File: src/rtl/debouncer_pkg.sv
`default_nettype none
// +-------------------------------------------------------------------+
// | debouncer_pkg: shared state encoding and sizing helpers            |
// | Revision: 1.0                                                      |
// +-------------------------------------------------------------------+
package debouncer_pkg;

    typedef enum logic {
        ST_IDLE  = 1'b0,
        ST_COUNT = 1'b1
    } state_t;

    function automatic int unsigned clog2(input longint unsigned value);
        int unsigned     r;
        longint unsigned v;
        r = 0;
        v = 1;
        while (v < value) begin
            v = v << 1;
            r = r + 1;
        end
        return r;
    endfunction

    // Counter must hold DELAY itself, and never collapse to zero bits.
    function automatic int unsigned cnt_width(input int unsigned delay);
        int unsigned w;
        w = clog2(64'(delay) + 64'd1);
        return (w == 0) ? 1 : w;
    endfunction

endpackage
`default_nettype wire

File: src/rtl/debouncer_chan.sv
`default_nettype none
// +-------------------------------------------------------------------+
// | debouncer_chan: one debounce channel (FSM, counter, edge pulses)   |
// | Revision: 1.0                                                      |
// +-------------------------------------------------------------------+
module debouncer_chan
    import debouncer_pkg::*;
#(
    parameter int unsigned DELAY = 32'h0800_0000,
    parameter logic        INIT  = 1'b0
) (
    input  logic clk,
    input  logic rst_n,
    input  logic s,
    input  logic tick,
    output logic out_switch,
    output logic rise,
    output logic fall,
    output logic busy
);

    localparam int unsigned       c_cw    = cnt_width(DELAY);
    localparam logic [c_cw-1:0]   c_delay = c_cw'(DELAY);

    state_t          r_state;
    logic [c_cw-1:0] r_cnt;

    always_ff @(posedge clk or negedge rst_n) begin
        if (!rst_n) begin
            r_state    <= ST_IDLE;
            r_cnt      <= '0;
            out_switch <= INIT;
            rise       <= 1'b0;
            fall       <= 1'b0;
            busy       <= 1'b0;
        end else begin
            rise <= 1'b0;
            fall <= 1'b0;
            case (r_state)
                ST_IDLE: begin
                    if (s != out_switch) begin
                        r_state <= ST_COUNT;
                        r_cnt   <= c_delay;
                        busy    <= 1'b1;
                    end
                end
                ST_COUNT: begin
                    if (s == out_switch) begin
                        r_state <= ST_IDLE;
                        busy    <= 1'b0;
                    end else if (tick) begin
                        // Decrement only while non-zero so the counter never wraps.
                        if (r_cnt != '0) begin
                            r_cnt <= r_cnt - 1'b1;
                        end else begin
                            out_switch <= s;
                            rise       <= s;
                            fall       <= ~s;
                            r_state    <= ST_IDLE;
                            busy       <= 1'b0;
                        end
                    end
                end
                default: begin
                    r_state <= ST_IDLE;
                    busy    <= 1'b0;
                end
            endcase
        end
    end

endmodule
`default_nettype wire

File: src/rtl/debouncer_bank.sv
`default_nettype none
// +-------------------------------------------------------------------+
// | debouncer_bank: N-channel debouncer with shared tick prescaler;    |
// | DEBOUNCER_BANK_INPUT_SYNC_EN adds a 2-FF input synchroniser.       |
// | Revision: 1.0                                                      |
// +-------------------------------------------------------------------+
module debouncer_bank
    import debouncer_pkg::*;
#(
    parameter int unsigned N        = 4,
    parameter int unsigned DELAY    = 32'h0800_0000,
    parameter int unsigned TICK_DIV = 1,
    parameter logic [N-1:0] INIT    = {N{1'b0}}
) (
    input  logic         clk,
    input  logic         rst_n,
    input  logic [N-1:0] in_switch,
    output logic [N-1:0] out_switch,
    output logic [N-1:0] rise,
    output logic [N-1:0] fall,
    output logic [N-1:0] busy
);

    logic [N-1:0] w_s;
    logic         w_tick;

`ifdef DEBOUNCER_BANK_INPUT_SYNC_EN
    logic [N-1:0] r_sync1;
    logic [N-1:0] r_sync2;

    // Reset to INIT so release does not look like a change on every channel.
    always_ff @(posedge clk or negedge rst_n) begin
        if (!rst_n) begin
            r_sync1 <= INIT;
            r_sync2 <= INIT;
        end else begin
            r_sync1 <= in_switch;
            r_sync2 <= r_sync1;
        end
    end

    assign w_s = r_sync2;
`else
    assign w_s = in_switch;
`endif

    generate
        if (TICK_DIV <= 1) begin : g_tick_every
            assign w_tick = 1'b1;
        end else begin : g_prescaler
            localparam int unsigned     c_pw   = clog2(TICK_DIV);
            localparam logic [c_pw-1:0] c_last = c_pw'(TICK_DIV - 1);
            logic [c_pw-1:0] r_pre;

            always_ff @(posedge clk or negedge rst_n) begin
                if (!rst_n) begin
                    r_pre <= '0;
                end else if (r_pre == c_last) begin
                    r_pre <= '0;
                end else begin
                    r_pre <= r_pre + 1'b1;
                end
            end

            assign w_tick = (r_pre == c_last);
        end
    endgenerate

    generate
        for (genvar i = 0; i < N; i++) begin : g_chan
            debouncer_chan #(
                .DELAY (DELAY),
                .INIT  (INIT[i])
            ) u_chan (
                .clk        (clk),
                .rst_n      (rst_n),
                .s          (w_s[i]),
                .tick       (w_tick),
                .out_switch (out_switch[i]),
                .rise       (rise[i]),
                .fall       (fall[i]),
                .busy       (busy[i])
            );
        end
    endgenerate

endmodule
`default_nettype wire

File: config.mk
export PLATFORM = sky130hd
export DESIGN_NAME = debouncer_bank
export DESIGN_NICKNAME = d
export VERILOG_FILES = /design/src/rtl/debouncer_pkg.sv /design/src/rtl/debouncer_chan.sv /design/src/rtl/debouncer_bank.sv
export SDC_FILE = /design/constraint.sdc
export NUM_CORES = 1
export LEC_CHECK = 0
export BUFFER_PORTS_ARGS = -buffer_cell sky130_fd_sc_hd__buf_4
export CAP_MARGIN = 20
export CORE_MARGIN = 10
export CORE_UTILIZATION = 57
export CTS_CLUSTER_DIAMETER = 100
export DETAILED_ROUTE_END_ITERATION = 10
export HOLD_SLACK_MARGIN = 0.1
export PLACE_DENSITY = 0.77
export SYNTH_ARGS = -nofsm -noshare
export SYNTH_HDL_FRONTEND = slang
export SYNTH_SLANG_ARGS = --single-unit
File: constraint.sdc
create_clock -name clk -period 2.35 [get_ports clk]
set_input_delay 0.235 -clock clk [delete_from_list [all_inputs] [get_ports clk]]
set_output_delay 0.235 -clock clk [all_outputs]
set_load 0.02 [all_outputs]
* Yosys cells after proc, flatten, opt, wreduce, memory -nomap -nowiden
Index checks and enable logic that the tools add are counted.
W data, S select, Z words.
** Word-level totals
- Word-level logic and storage cells :: 156
- Register bits :: 132
- Output and inout port bits :: 16
** Cells by class
- Reduce and logical (&&, ||, !) cells :: 16
- Muxes and demuxes :: 72
- Bitwise logic cells :: 16
- Eq/ne operators :: 24
- Add/subtract/negate cells :: 4
** Operator list (count)
- $mux W28 :: 12
- $pmux W28 S2 :: 4
- $reduce_bool A28 Y1 :: 4
- $sub A28 B1 Y28 const B :: 4
- $mux W1 :: 48
- $reduce_and A3 Y1 :: 8
- $ne A2 B2 Y1 const B :: 8
- $not A1 Y1 :: 16
- $pmux W1 S2 :: 8
- $ne A3 B3 Y1 const B :: 4
- $ne A2 B1 Y1 const B :: 4
- $reduce_and A2 Y1 :: 4
- $eq A1 B1 Y1 :: 4
- $ne A1 B1 Y1 :: 4

* Depth between registers and ports, before layout
Gate-level depths: netlist of run 1.
- Depth in word-level cells :: 4
- Mapped depth :: 9
- Gate-level depth less buffers :: 7

* Cells and area by module
Synthesis of run 1 repeated with hierarchy kept, for this count alone.
** Second synthesis, totals
- Cell total of the unflattened synthesis :: 759
- Area total of the unflattened synthesis :: 7225.7 µm²
** By module, submodules not included
- debouncer_chan (g_chan[2].u_chan ...) :: area an instance 1815.5 µm², cells each 191, times used 2, seq. area each 825.8 µm²
- debouncer_chan (g_chan[0].u_chan ...) :: area an instance 1795.5 µm², cells each 188, times used 2, seq. area each 825.8 µm²
- debouncer_bank :: area an instance 3.8 µm², cells each 1, times used 1, seq. area each 0.0 µm²

* Worst setup path after synthesis of run 1
OpenSTA, ideal clock, no wires.
- Kind :: reg-to-reg
- Start :: register g_chan[3].u_chan.r_cnt[0]
- End :: register g_chan[3].u_chan.out_switch
- Path slack :: -149 ps
- Stages on the path, launching flop included :: 8
- Period minus slack after synthesis :: 2499 ps
- Buffers on the path :: 1
- Arrival :: 2374 ps
- Path through :: dfrtp_1 > inv_1 > ha_1 > or4b_1 > or4_1 > nor3_2 > buf_2 > mux2_2
** Between the ends
- Word-level cells in the longest chain between the ends :: 3
** RTL lines
- from (decl) :: line debouncer_chan.sv:26 : logic [c_cw-1:0] r_cnt;
- from (signal assigned) :: line debouncer_chan.sv:43 : r_cnt <= c_delay;
- from (signal assigned) :: line debouncer_chan.sv:54 : r_cnt <= r_cnt - 1'b1;
- $reduce_bool A28 Y1 :: line debouncer_chan.sv:53 : if (r_cnt != '0) begin
- $not A1 Y1 (no source line)
- $reduce_and A3 Y1 (no source line)
- to (signal assigned) :: line debouncer_chan.sv:56 : out_switch <= s;
- to (decl) :: line debouncer_chan.sv:16 : output logic out_switch,
No other way between the ends.
A chain may end at the register's enable or synchronous reset.

* Final worst setup path of run 1
- Start :: register g_chan[3].u_chan.r_cnt[0]
- End :: register g_chan[3].u_chan.r_cnt[18]
** Between the ends
- Word-level cells in the longest chain between the ends :: 4
** RTL lines
- $sub A28 B1 Y28 :: line debouncer_chan.sv:54
- $mux W28 :: line debouncer_chan.sv:53
- $mux W28 :: line debouncer_chan.sv:48 : if (s == out_switch) begin
- $pmux W28 S2 :: line debouncer_chan.sv:39 : case (r_state)
Parallel ways exist; a longest one is shown, timed or not. The select of a mux whose other input is x is not followed.

==> results.cfg, run 1 <==
[synthesis]
ys_warn_count = 0
synthArstFlopShare_pct = 100
synth_area_mm2 = 0.00766
synth_seq_area_share_pct = 43.1
synth.net_count = 863
ys_seq_elements = 132
synth-edff-count = 0
ys.flop_type = dfrtp_1
syn_inst = 849
synth_cell_type_count = 65
syn_area_per_cell_um2 = 9.02

[setup_path]
worst_r2r_endpoint = g_chan[3].u_chan.r_cnt[18]
start_kind = flip-flop
critical_path_required_ns = 2.66
crit_path_max_fanout = 3
setup.worst_path.end = g_chan[3].u_chan.r_cnt[18]
r2r_slack_ns = -0.07
r2r_cells = 7
endpoint_kind = flip-flop
r2r_start = g_chan[3].u_chan.r_cnt[0]
cp.arrival_ns = 2.72
path_class = reg2reg
cp-startpoint = g_chan[3].u_chan.r_cnt[0]

[placed_design]
place.gp.congestion = 0.940
place_area_mm2 = 0.00855
dp_hpwl_um = 13900
place_ws_ns = -0.0777
numPortBuffers = 21

[sta]
rsz0062_at_grt = yes
final.setup.worst_slack_ns = -0.0663
finalHoldViolCount = 0
fin_crit_ns = 2.42
final_max_slew_viol_count = 0
final.setup.tns_ns = -0.218
slew-limit-headroom_pct = 59.9
max_freq_mhz = 414
tightest_slew_ns = 0.600
skew_ns = 0.0110
period_share_pct = 103
whs_ns = 0.114
setup_viol = 6

[floorplanning]
core-area_mm2 = 0.0132
rows = 42
die_h_um = 136
die_w_um = 136
dieArea_mm2 = 0.0185
ioPinCount = 22
initial_core_util_pct = 58.1

[pwr]
clkPwrFrac_pct = 18.7
intPower_mw = 8.41
p_per_area_mw_per_mm2 = 1550
p_switching_mw = 6.55
sw_frac_of_total_pct = 43.8
fin_total_pwr_mw = 15.0
cellLeakagePower_nw = 4.22
power_frac_comb_pct = 54.5
peakVddDrop_v = 0.000914
seq_power_share_pct = 26.8

[route]
vias = 7643
drc = 0
drtIter0Drc = 964
routed_wl_um = 21200
ant_nets = 0
firstDrtPassIters = 6
wl_per_cell_um = 18.5
viasPerCell = 6.67

[cells_and_area]
nNetsFinal = 971
design_area_mm2 = 0.00967
layout_commonest_cell = dfrtp_1
antenna_cells = 0
syn_to_final_growth_pct = 26.3
layout-drive-gt1-share_pct = 25.9
final_cell_mix = dfrtp_1, buf_4, nand2_1

[cts]
clock_latency_ns = 0.43
clk_pin_slew_ns = 0.05
cts_sinks = 132
cts_buffers = 17
cts-root-buf = clkbuf_16
tritoncts = yes
cts_max_level = 4
cts.path.max_buffers = 2

[global_routing]
grt_use_total_pct = 22.2
grt_pass1_vias = 7020
grt.overflow.total = 0
grt_max_degree = 60
antenna_found_initial = 0
grt_pass1_wl_um = 34000

[outcome]
outcome = complete, but fails checks
violations = setup timing

[worst_hold_path]
hp-class = in2reg

[run]
max_cap_viol_count = 0
[layer usage]
layer | track usage, % | vias to the layer above | wire length [um]
li1 | - | 3515 | -
met1 | 28.4 | 3706 | 8780
met2 | 36.2 | 374 | 10500
met3 | 5.13 | 48 | 1460
met4 | 7.69 | 0 | 426
met5 | 0 | - | 0
[worst min-delay path by stage]
| stage | startpoint | to | slack [ns] | depth (start not counted) |
|---|---|---|---|---|
| 6_report | in_switch[2] | g_chan[2].u_chan.out_switch | 0.11 | 2 |
| 4_1_cts | in_switch[2] | g_chan[2].u_chan.out_switch | 0.11 | 2 |
| 3_5_place_dp | rst_n | g_chan[1].u_chan.fall | 0.17 | 1 |
| 5_1_grt | in_switch[2] | g_chan[2].u_chan.out_switch | 0.12 | 2 |
| 3_3_place_gp | rst_n | g_chan[1].u_chan.fall | 0.16 | 1 |
| 2_1_floorplan | rst_n | g_chan[0].u_chan.busy | -0.06 | 0 |
[metrics by stage]
step	utilization, %	std cells
global placement	64.9	1092
floorplan	-	849
CTS	70.5	1134
global route	73.3	1146
detailed placement	64.9	1092
finish	73.3	1146
[layout make-up]
| cell class | instances | area, um^2 |
|---|---|---|
| Clock buffer | 25 | 505 |
| Inverter | 16 | 60.1 |
| Multi-Input combinational cell | 655 | 4380 |
| Tap cell | 176 | 220 |
| Sequential cell | 132 | 3300 |
| Clock inverter | 7 | 119 |
| Fill cell | 907 | 3520 |
| Timing Repair Buffer | 135 | 1080 |
[worst max-delay path, cell delays in order (launching register included)]
cell and delay, ns:
dfrtp_1 0.38, inv_2 0.09, ha_4 0.13, or4b_4 0.46
or4_4 0.46, or4_4 0.58, a21oi_2 0.13, nor3_1 0.05
[state kept, by name (all words and copies together) (netlist names)]
register	flops
g_chan.u_chan.busy	4
g_chan.u_chan.fall	4
g_chan.u_chan.out_switch	4
g_chan.u_chan.r_cnt	112
g_chan.u_chan.r_state	4
g_chan.u_chan.rise	4
[logic make-up after synthesis]
kind of cell,share of synthesized area [%]
AO/OA/AOI/OAI,17.0
adder cells (fa/ha/maj),1.31
XOR/XNOR,1.01
buffers and inverters,3.99
multiplexers,0.833
AND/OR/NAND/NOR,32.7
flip-flops,43.1
[synthesized netlist by cell type, types with 3 or more instances]
master | number | area, um^2
dfrtp_1 | 132 | 3300
nand2_1 | 88 | 330
or3_1 | 56 | 350
nor2_1 | 52 | 195
or4_1 | 50 | 375
a21oi_1 | 45 | 225
nand3_1 | 44 | 220
o21ai_0 | 42 | 210
nor3_1 | 31 | 155
nor4_1 | 30 | 188
clkbuf_1 | 22 | 82.6
nand4_1 | 20 | 125
o31ai_1 | 20 | 150
o211ai_1 | 19 | 143
buf_4 | 17 | 128
inv_1 | 16 | 60.1
o311ai_0 | 14 | 123
a31o_2 | 11 | 96.3
nand2b_1 | 10 | 62.6
ha_1 | 8 | 100
nor3b_1 | 7 | 52.6
o41ai_1 | 7 | 61.3
a31oi_1 | 6 | 37.5
and3_1 | 6 | 37.5
buf_2 | 6 | 30.0
or2_2 | 6 | 37.5
nand3b_1 | 5 | 37.5
nand4b_1 | 5 | 43.8
nor2b_1 | 4 | 25.0
nor4_2 | 4 | 50.1
xnor2_1 | 4 | 35.0
a41o_1 | 3 | 30.0
and2_1 | 3 | 18.8
and3b_1 | 3 | 26.3
and4_1 | 3 | 26.3
mux2_2 | 3 | 33.8
mux2i_1 | 3 | 30.0
nor4b_1 | 3 | 26.3
o22ai_1 | 3 | 18.8
o311ai_1 | 3 | 26.3
or4b_2 | 3 | 30.0
xor2_1 | 3 | 26.3
[power by group through the flow]
stage | clock (mW) | combinational, mW | sequential (mW)
floorplan | 0 | 4.63 | 3.74
global placement | 0 | 6.83 | 3.85
detailed placement | 0 | 7.10 | 3.92
CTS | 2.83 | 7.33 | 3.90
global route | 2.92 | 8.87 | 4.12
finish | 2.80 | 8.16 | 4.01
[what timing repair did]
item,4_1_cts,5_1_grt
hold buffers,4,0
pin swaps,2,31
cloned,1,0
endpoints found under the setup margin,11,59
buffers inserted,5,12
endpoints found under the hold margin,44,0
resized for setup,12,66
Power figures use the tool's default switching activity.
==> run 2: changes to the inputs <==
--- a/config.mk
+++ b/config.mk
@@ -8,11 +8,12 @@
 export BUFFER_PORTS_ARGS = -buffer_cell sky130_fd_sc_hd__buf_4
 export CAP_MARGIN = 20
 export CORE_MARGIN = 10
-export CORE_UTILIZATION = 57
+export CORE_UTILIZATION = 60
 export CTS_CLUSTER_DIAMETER = 100
 export DETAILED_ROUTE_END_ITERATION = 10
 export HOLD_SLACK_MARGIN = 0.1
 export PLACE_DENSITY = 0.77
 export SYNTH_ARGS = -nofsm -noshare
 export SYNTH_HDL_FRONTEND = slang
+export SYNTH_HIERARCHICAL = 1
 export SYNTH_SLANG_ARGS = --single-unit
==> constraint.sdc (replaced) <==
create_clock -name clk -period 3 [get_ports clk]
set_input_delay 0.3 -clock clk [delete_from_list [all_inputs] [get_ports clk]]
set_output_delay 0.3 -clock clk [all_outputs]
set_load 0.02 [all_outputs]
==> results.cfg, run 2 <==
[outcome]
outcome = finished, final reports clean

[sta]
finalHoldViolCount = 0
fin_crit_ns = 2.66
slew-limit-headroom_pct = 50.7
tightest_slew_ns = 0.739
max_freq_mhz = 375
period_share_pct = 88.8
setup_viol = 0
final_max_slew_viol_count = 0
final.setup.tns_ns = 0
skew_ns = 0.00720
rsz0062_at_grt = no

[route]
viasPerCell = 6.29
ant_nets = 0
wl_per_cell_um = 16.4
vias = 6084
drtIter0Drc = 554
firstDrtPassIters = 6
routed_wl_um = 15800
drc = 0

[setup_path]
start_kind = flip-flop
crit_path_top_delay_cell = or4_1
worst_r2r_endpoint = g_chan[1].u_chan/r_cnt[20]
worst-path-buf-inv = 0
critical_path_required_ns = 3.34
r2r_start = g_chan[1].u_chan/r_cnt[2]
endpoint_kind = flip-flop
worstPathCellList = or3_1, nor4_4, o2111ai_1, or4_1, a21oi_1
r2r_cells = 5
crit_path_max_fanout = 11
cp-startpoint = g_chan[1].u_chan/r_cnt[2]
setup.worst_path.end = g_chan[1].u_chan/r_cnt[20]
crit_family = simple AND/OR/NAND/NOR gates
cp.depth = 5
r2r_slack_ns = 0.34
path_class = reg2reg
max_stage_delay_ns = 0.54
cp.arrival_ns = 3.01

[placed_design]
numPortBuffers = 21
dp_hpwl_um = 10500
place.gp.congestion = 0.810

[synthesis]
syn_inst = 759
ys_warn_count = 6
synth_cell_type_count = 52
yosys.area.top_type = dfrtp_1
synth_seq_area_share_pct = 45.7
ys_seq_elements = 132
synthArstFlopShare_pct = 100
synthTopCellsByArea = dfrtp_1, or3_1, a21oi_1
yosysTopAreaCellShare_pct = 45.7
ys.flop_type = dfrtp_1
synth_most_common_cell = dfrtp_1
synth-edff-count = 0
synth_area_mm2 = 0.00723
syn_area_per_cell_um2 = 9.52
synthTopCellsByCount = dfrtp_1, a21oi_1, nor2_1

[global_routing]
antenna_found_initial = 0
grt_pass1_vias = 5937
grt_max_degree = 72
grt_pass1_wl_um = 27300
grt.overflow.total = 0
grt_use_total_pct = 19.8

[floorplanning]
rows = 40
die_w_um = 130
initial_core_util_pct = 60.7
core-area_mm2 = 0.0119
dieArea_mm2 = 0.0168
die_h_um = 130
ioPinCount = 22

[cts]
cts_max_level = 4
clock_latency_ns = 0.42
cts-root-buf = clkbuf_16
tritoncts = yes
cts_sinks = 132
post_cts_buffers = 0
cts.path.max_buffers = 2
clk_pin_slew_ns = 0.06
cts_buffers = 17

[worst_hold_path]
hp-class = in2async

[pwr]
p_per_area_mw_per_mm2 = 1160
cellLeakagePower_nw = 3.58
intPower_mw = 5.55
clkPwrFrac_pct = 23.9
power_frac_comb_pct = 44.8
p_switching_mw = 4.11
peakVddDrop_v = 0.000709
seq_power_share_pct = 31.3
fin_total_pwr_mw = 9.66
sw_frac_of_total_pct = 42.5

[cells_and_area]
largest_register_ffs = 112
antenna_cells = 0
layout-drive-gt1-share_pct = 13.3
nNetsFinal = 821
layout_commonest_cell = dfrtp_1
final_cell_mix = dfrtp_1, a21oi_1, nor2_1
syn_to_final_growth_pct = 14.8
top_register = g_chan.u_chan/r_cnt

[run]
max_cap_viol_count = 0
[run 2: cell types whose count changed after synthesis, sizes merged, moves of 20 or more]
cell   delta
nor2     +24
nand3    -32
nor4     -20
o21ai    +20
a21oi    +43
nand2    -54
[run 2: kinds of logic (layout without fill, tap and decap cells)]
group | Yosys count | in the layout | synth area share, %
AO/OA/AOI/OAI | 204 | 204 | 16.7
XOR/XNOR | 30 | 30 | 3.64
adder cells (fa/ha/maj) | 8 | 8 | 1.39
other | 1 | 16 | 0.0519
flip-flops | 132 | 132 | 45.7
buffers and inverters | 40 | 86 | 3.15
multiplexers | 8 | 8 | 1.28
AND/OR/NAND/NOR | 336 | 336 | 28.1
[run 2: how the worst min path moves through the flow]
stage / start / end / slack (ns) / depth (start not counted)
4_1_cts: rst_n / g_chan[2].u_chan/r_cnt[12] / 0.45 / 2
2_1_floorplan: rst_n / g_chan[0].u_chan/busy / 0.004 / 0
3_3_place_gp: rst_n / g_chan[2].u_chan/r_cnt[12] / 0.31 / 1
5_1_grt: rst_n / g_chan[2].u_chan/r_cnt[12] / 0.47 / 2
3_5_place_dp: rst_n / g_chan[2].u_chan/r_cnt[12] / 0.32 / 1
6_report: rst_n / g_chan[2].u_chan/r_cnt[12] / 0.41 / 2
[run 2: power groups by stage]
| stage | combinational (mW) | clock, mW | sequential, mW |
|---|---|---|---|
| after global routing | 4.84 | 2.42 | 3.12 |
| after detailed placement | 4.23 | 0 | 3.02 |
| after floorplan | 3.31 | 0 | 2.91 |
| final | 4.33 | 2.31 | 3.02 |
| after CTS | 4.29 | 2.34 | 3.01 |
| after global placement | 4.01 | 0 | 2.96 |
[run 2: worst reg2reg max path: cells and delay by family (launching register included)]
kind | cells | cell delay, ns
and+or+nand+nor | 3 | 1.54
AOI/OAI and AO/OA | 2 | 0.63
DFF | 1 | 0.41
[run 2: per-layer routing]
metal / part of all wire [%] / routed length [um] / track usage [%]
met5: 0 / 0 / 0
met4: 1.3 / 200 / 6.94
met3: 4.4 / 694 / 5.03
met2: 51 / 8120 / 33.8
met1: 43 / 6830 / 23.7
[run 2: through the flow]
step / instances / area, um^2 / util, % / hold slack, ns / setup WS [ns]
finish: 967 / 8290 / 69.6 / 0.409 / 0.336
floorplan: 774 / 7280 / - / 0.00441 / 0.590
detailed placement: 930 / 7580 / 63.6 / 0.321 / 0.341
global placement: 930 / 7580 / 63.6 / 0.314 / 0.499
CTS: 967 / 8290 / 69.6 / 0.449 / 0.286
global route: 967 / 8290 / 69.6 / 0.468 / 0.0898
[run 2: timing repair]
item / in CTS / in global routing
resized for setup: 0 / 1
endpoints found under the setup margin: 0 / 3
hold endpoints to repair: 65 / 0
hold buffers: 5 / 0
[run 2: layout make-up]
| cell class | count | area, um^2 |
|---|---|---|
| Multi-Input combinational cell | 602 | 3760 |
| Fill cell | 907 | 3620 |
| Sequential cell | 132 | 3300 |
| Clock buffer | 22 | 484 |
| Timing Repair Buffer | 42 | 344 |
| Tap cell | 147 | 184 |
| Clock inverter | 10 | 175 |
| Inverter | 12 | 45.0 |
==> run 3: changes to the inputs <==
--- a/config.mk
+++ b/config.mk
@@ -5,9 +5,10 @@
 export SDC_FILE = /design/constraint.sdc
 export NUM_CORES = 1
 export LEC_CHECK = 0
+export ABC_CLOCK_PERIOD_IN_PS = 3000
 export BUFFER_PORTS_ARGS = -buffer_cell sky130_fd_sc_hd__buf_4
 export CAP_MARGIN = 20
-export CORE_MARGIN = 10
+export CORE_MARGIN = 4
 export CORE_UTILIZATION = 60
 export CTS_CLUSTER_DIAMETER = 100
 export DETAILED_ROUTE_END_ITERATION = 10
==> results.cfg, run 3 (synthesized netlist as in run 2, its figures left out) <==
[outcome]
outcome = finished, final reports clean

[pwr]
peakVddDrop_v = 0.000657
p_switching_mw = 4.03
sw_frac_of_total_pct = 43.8
fin_total_pwr_mw = 9.21
clkPwrFrac_pct = 20.6
p_per_area_mw_per_mm2 = 1130
power_frac_comb_pct = 46.5
seq_power_share_pct = 32.9
intPower_mw = 5.18
cellLeakagePower_nw = 3.54

[floorplanning]
die_h_um = 118
dieArea_mm2 = 0.0139
core-area_mm2 = 0.0116
initial_core_util_pct = 62.2
rows = 39
ioPinCount = 22
die_w_um = 118

[sta]
final_max_slew_viol_count = 0
final.setup.tns_ns = 0
skew_ns = 0.00507
rsz0062_at_grt = no
fin_crit_ns = 2.62
slew-limit-headroom_pct = 45.7
finalHoldViolCount = 0
max_freq_mhz = 382
setup_viol = 0
period_share_pct = 87.3
tightest_slew_ns = 0.814

[cts]
cts_buffers = 17
clk_pin_slew_ns = 0.05
cts_sinks = 132
cts.path.max_buffers = 2
tritoncts = yes
cts-root-buf = clkbuf_16
cts_max_level = 4
clock_latency_ns = 0.42

[route]
drc = 0
wl_per_cell_um = 16.1
vias = 6095
routed_wl_um = 15500
firstDrtPassIters = 5
drtIter0Drc = 431
ant_nets = 0
viasPerCell = 6.33

[worst_hold_path]
hp-class = in2async

[global_routing]
grt_pass1_wl_um = 27100
antenna_found_initial = 0
grt.overflow.total = 0
grt_use_total_pct = 23.3
grt_max_degree = 65
grt_pass1_vias = 5879

[setup_path]
start_kind = flip-flop
cp.arrival_ns = 2.96
path_class = reg2reg
crit_path_max_fanout = 11
critical_path_required_ns = 3.34
endpoint_kind = flip-flop

[cells_and_area]
layout_commonest_cell = dfrtp_1
nNetsFinal = 824
final_cell_mix = dfrtp_1, a21oi_1, nor2_1
layout-drive-gt1-share_pct = 12.9
fin_cells = 963
top_register = g_chan.u_chan/r_cnt
syn_to_final_growth_pct = 13.1
antenna_cells = 0
largest_register_ffs = 112

[placed_design]
dp_hpwl_um = 10600
dp_cells = 929
place.gp.congestion = 0.864
numPortBuffers = 21

[run]
max_cap_viol_count = 0
## run 3: cell types whose count changed in the layout (fill, tap and decap cells not counted)
cell,before,now
o2111ai_2,1,0
clkbuf_8,4,3
bufinv_16,5,1
o2111ai_1,7,8
buf_6,1,0
clkbuf_1,1,3
buf_4,35,39
## run 3: worst max-delay path, cell delays in order (launching register included)
cell	delay [ns]
dfrtp_1	0.44
nor3_1	0.45
nand4_1	0.48
o2111ai_1	0.83
o21ai_0	0.18
a21oi_1	0.16
## run 3: power by group through the flow
stage | clock network [mW] | registers (mW) | logic (mW)
floorplan | 0 | 2.91 | 3.31
global placement | 0 | 2.97 | 4.03
detailed placement | 0 | 3.03 | 4.21
CTS | 1.93 | 3.01 | 4.25
global route | 2.02 | 3.13 | 4.79
finish | 1.90 | 3.03 | 4.28
## run 3: worst paths after layout
| check | cells past startpoint | end | slack (ns) | start |
|---|---|---|---|---|
| hold reg to reg | 2 | g_chan[3].u_chan/r_cnt[27] | 0.53 | g_chan[3].u_chan/r_cnt[27] |
| setup / recovery | 5 | g_chan[0].u_chan/r_cnt[24] | 0.38 | g_chan[0].u_chan/r_cnt[16] |
| hold / removal | 2 | g_chan[2].u_chan/r_cnt[14] | 0.37 | rst_n |
| max in group asynchronous | 3 | g_chan[1].u_chan/r_cnt[9] | 1.80 | rst_n |
| setup reg to reg | 5 | g_chan[0].u_chan/r_cnt[24] | 0.38 | g_chan[0].u_chan/r_cnt[16] |
| min in group clk | 2 | g_chan[3].u_chan/r_cnt[27] | 0.53 | g_chan[3].u_chan/r_cnt[27] |
## run 3: per-layer routing
layer | track usage [%] | vias to the layer above | part of all wire, %
li1 | - | 2939 | -
met1 | 29.1 | 2988 | 44
met2 | 39.7 | 155 | 50
met3 | 5.67 | 13 | 4.5
met4 | 7.69 | 0 | 1.0
met5 | 0 | - | 0
## run 3: what timing repair did
item	in CTS	in global routing
endpoints found under the hold margin	34	0
gates resized for setup	0	0
hold buffers	5	0
buffers inserted	0	0
## run 3: area by class of cell
class / count / area, um^2
fill: 871 / 3440
multi-input combinational: 602 / 3750
sequential: 132 / 3300
clock buffer: 23 / 478
tap: 143 / 179
clock inverter: 6 / 55.1
inverter: 12 / 45.0
timing repair buffer: 45 / 363
## run 3: through the flow
stage | utilization, % | setup WS [ns] | hold WS (ns) | instance area (um^2)
after floorplan | - | 0.590 | 0.00441 | 7280
after global placement | 65.4 | 0.562 | 0.270 | 7590
after detailed placement | 65.4 | 0.449 | 0.272 | 7590
after CTS | 70.4 | 0.440 | 0.376 | 8170
after global routing | 70.4 | 0.188 | 0.395 | 8170
final | 70.4 | 0.381 | 0.370 | 8170
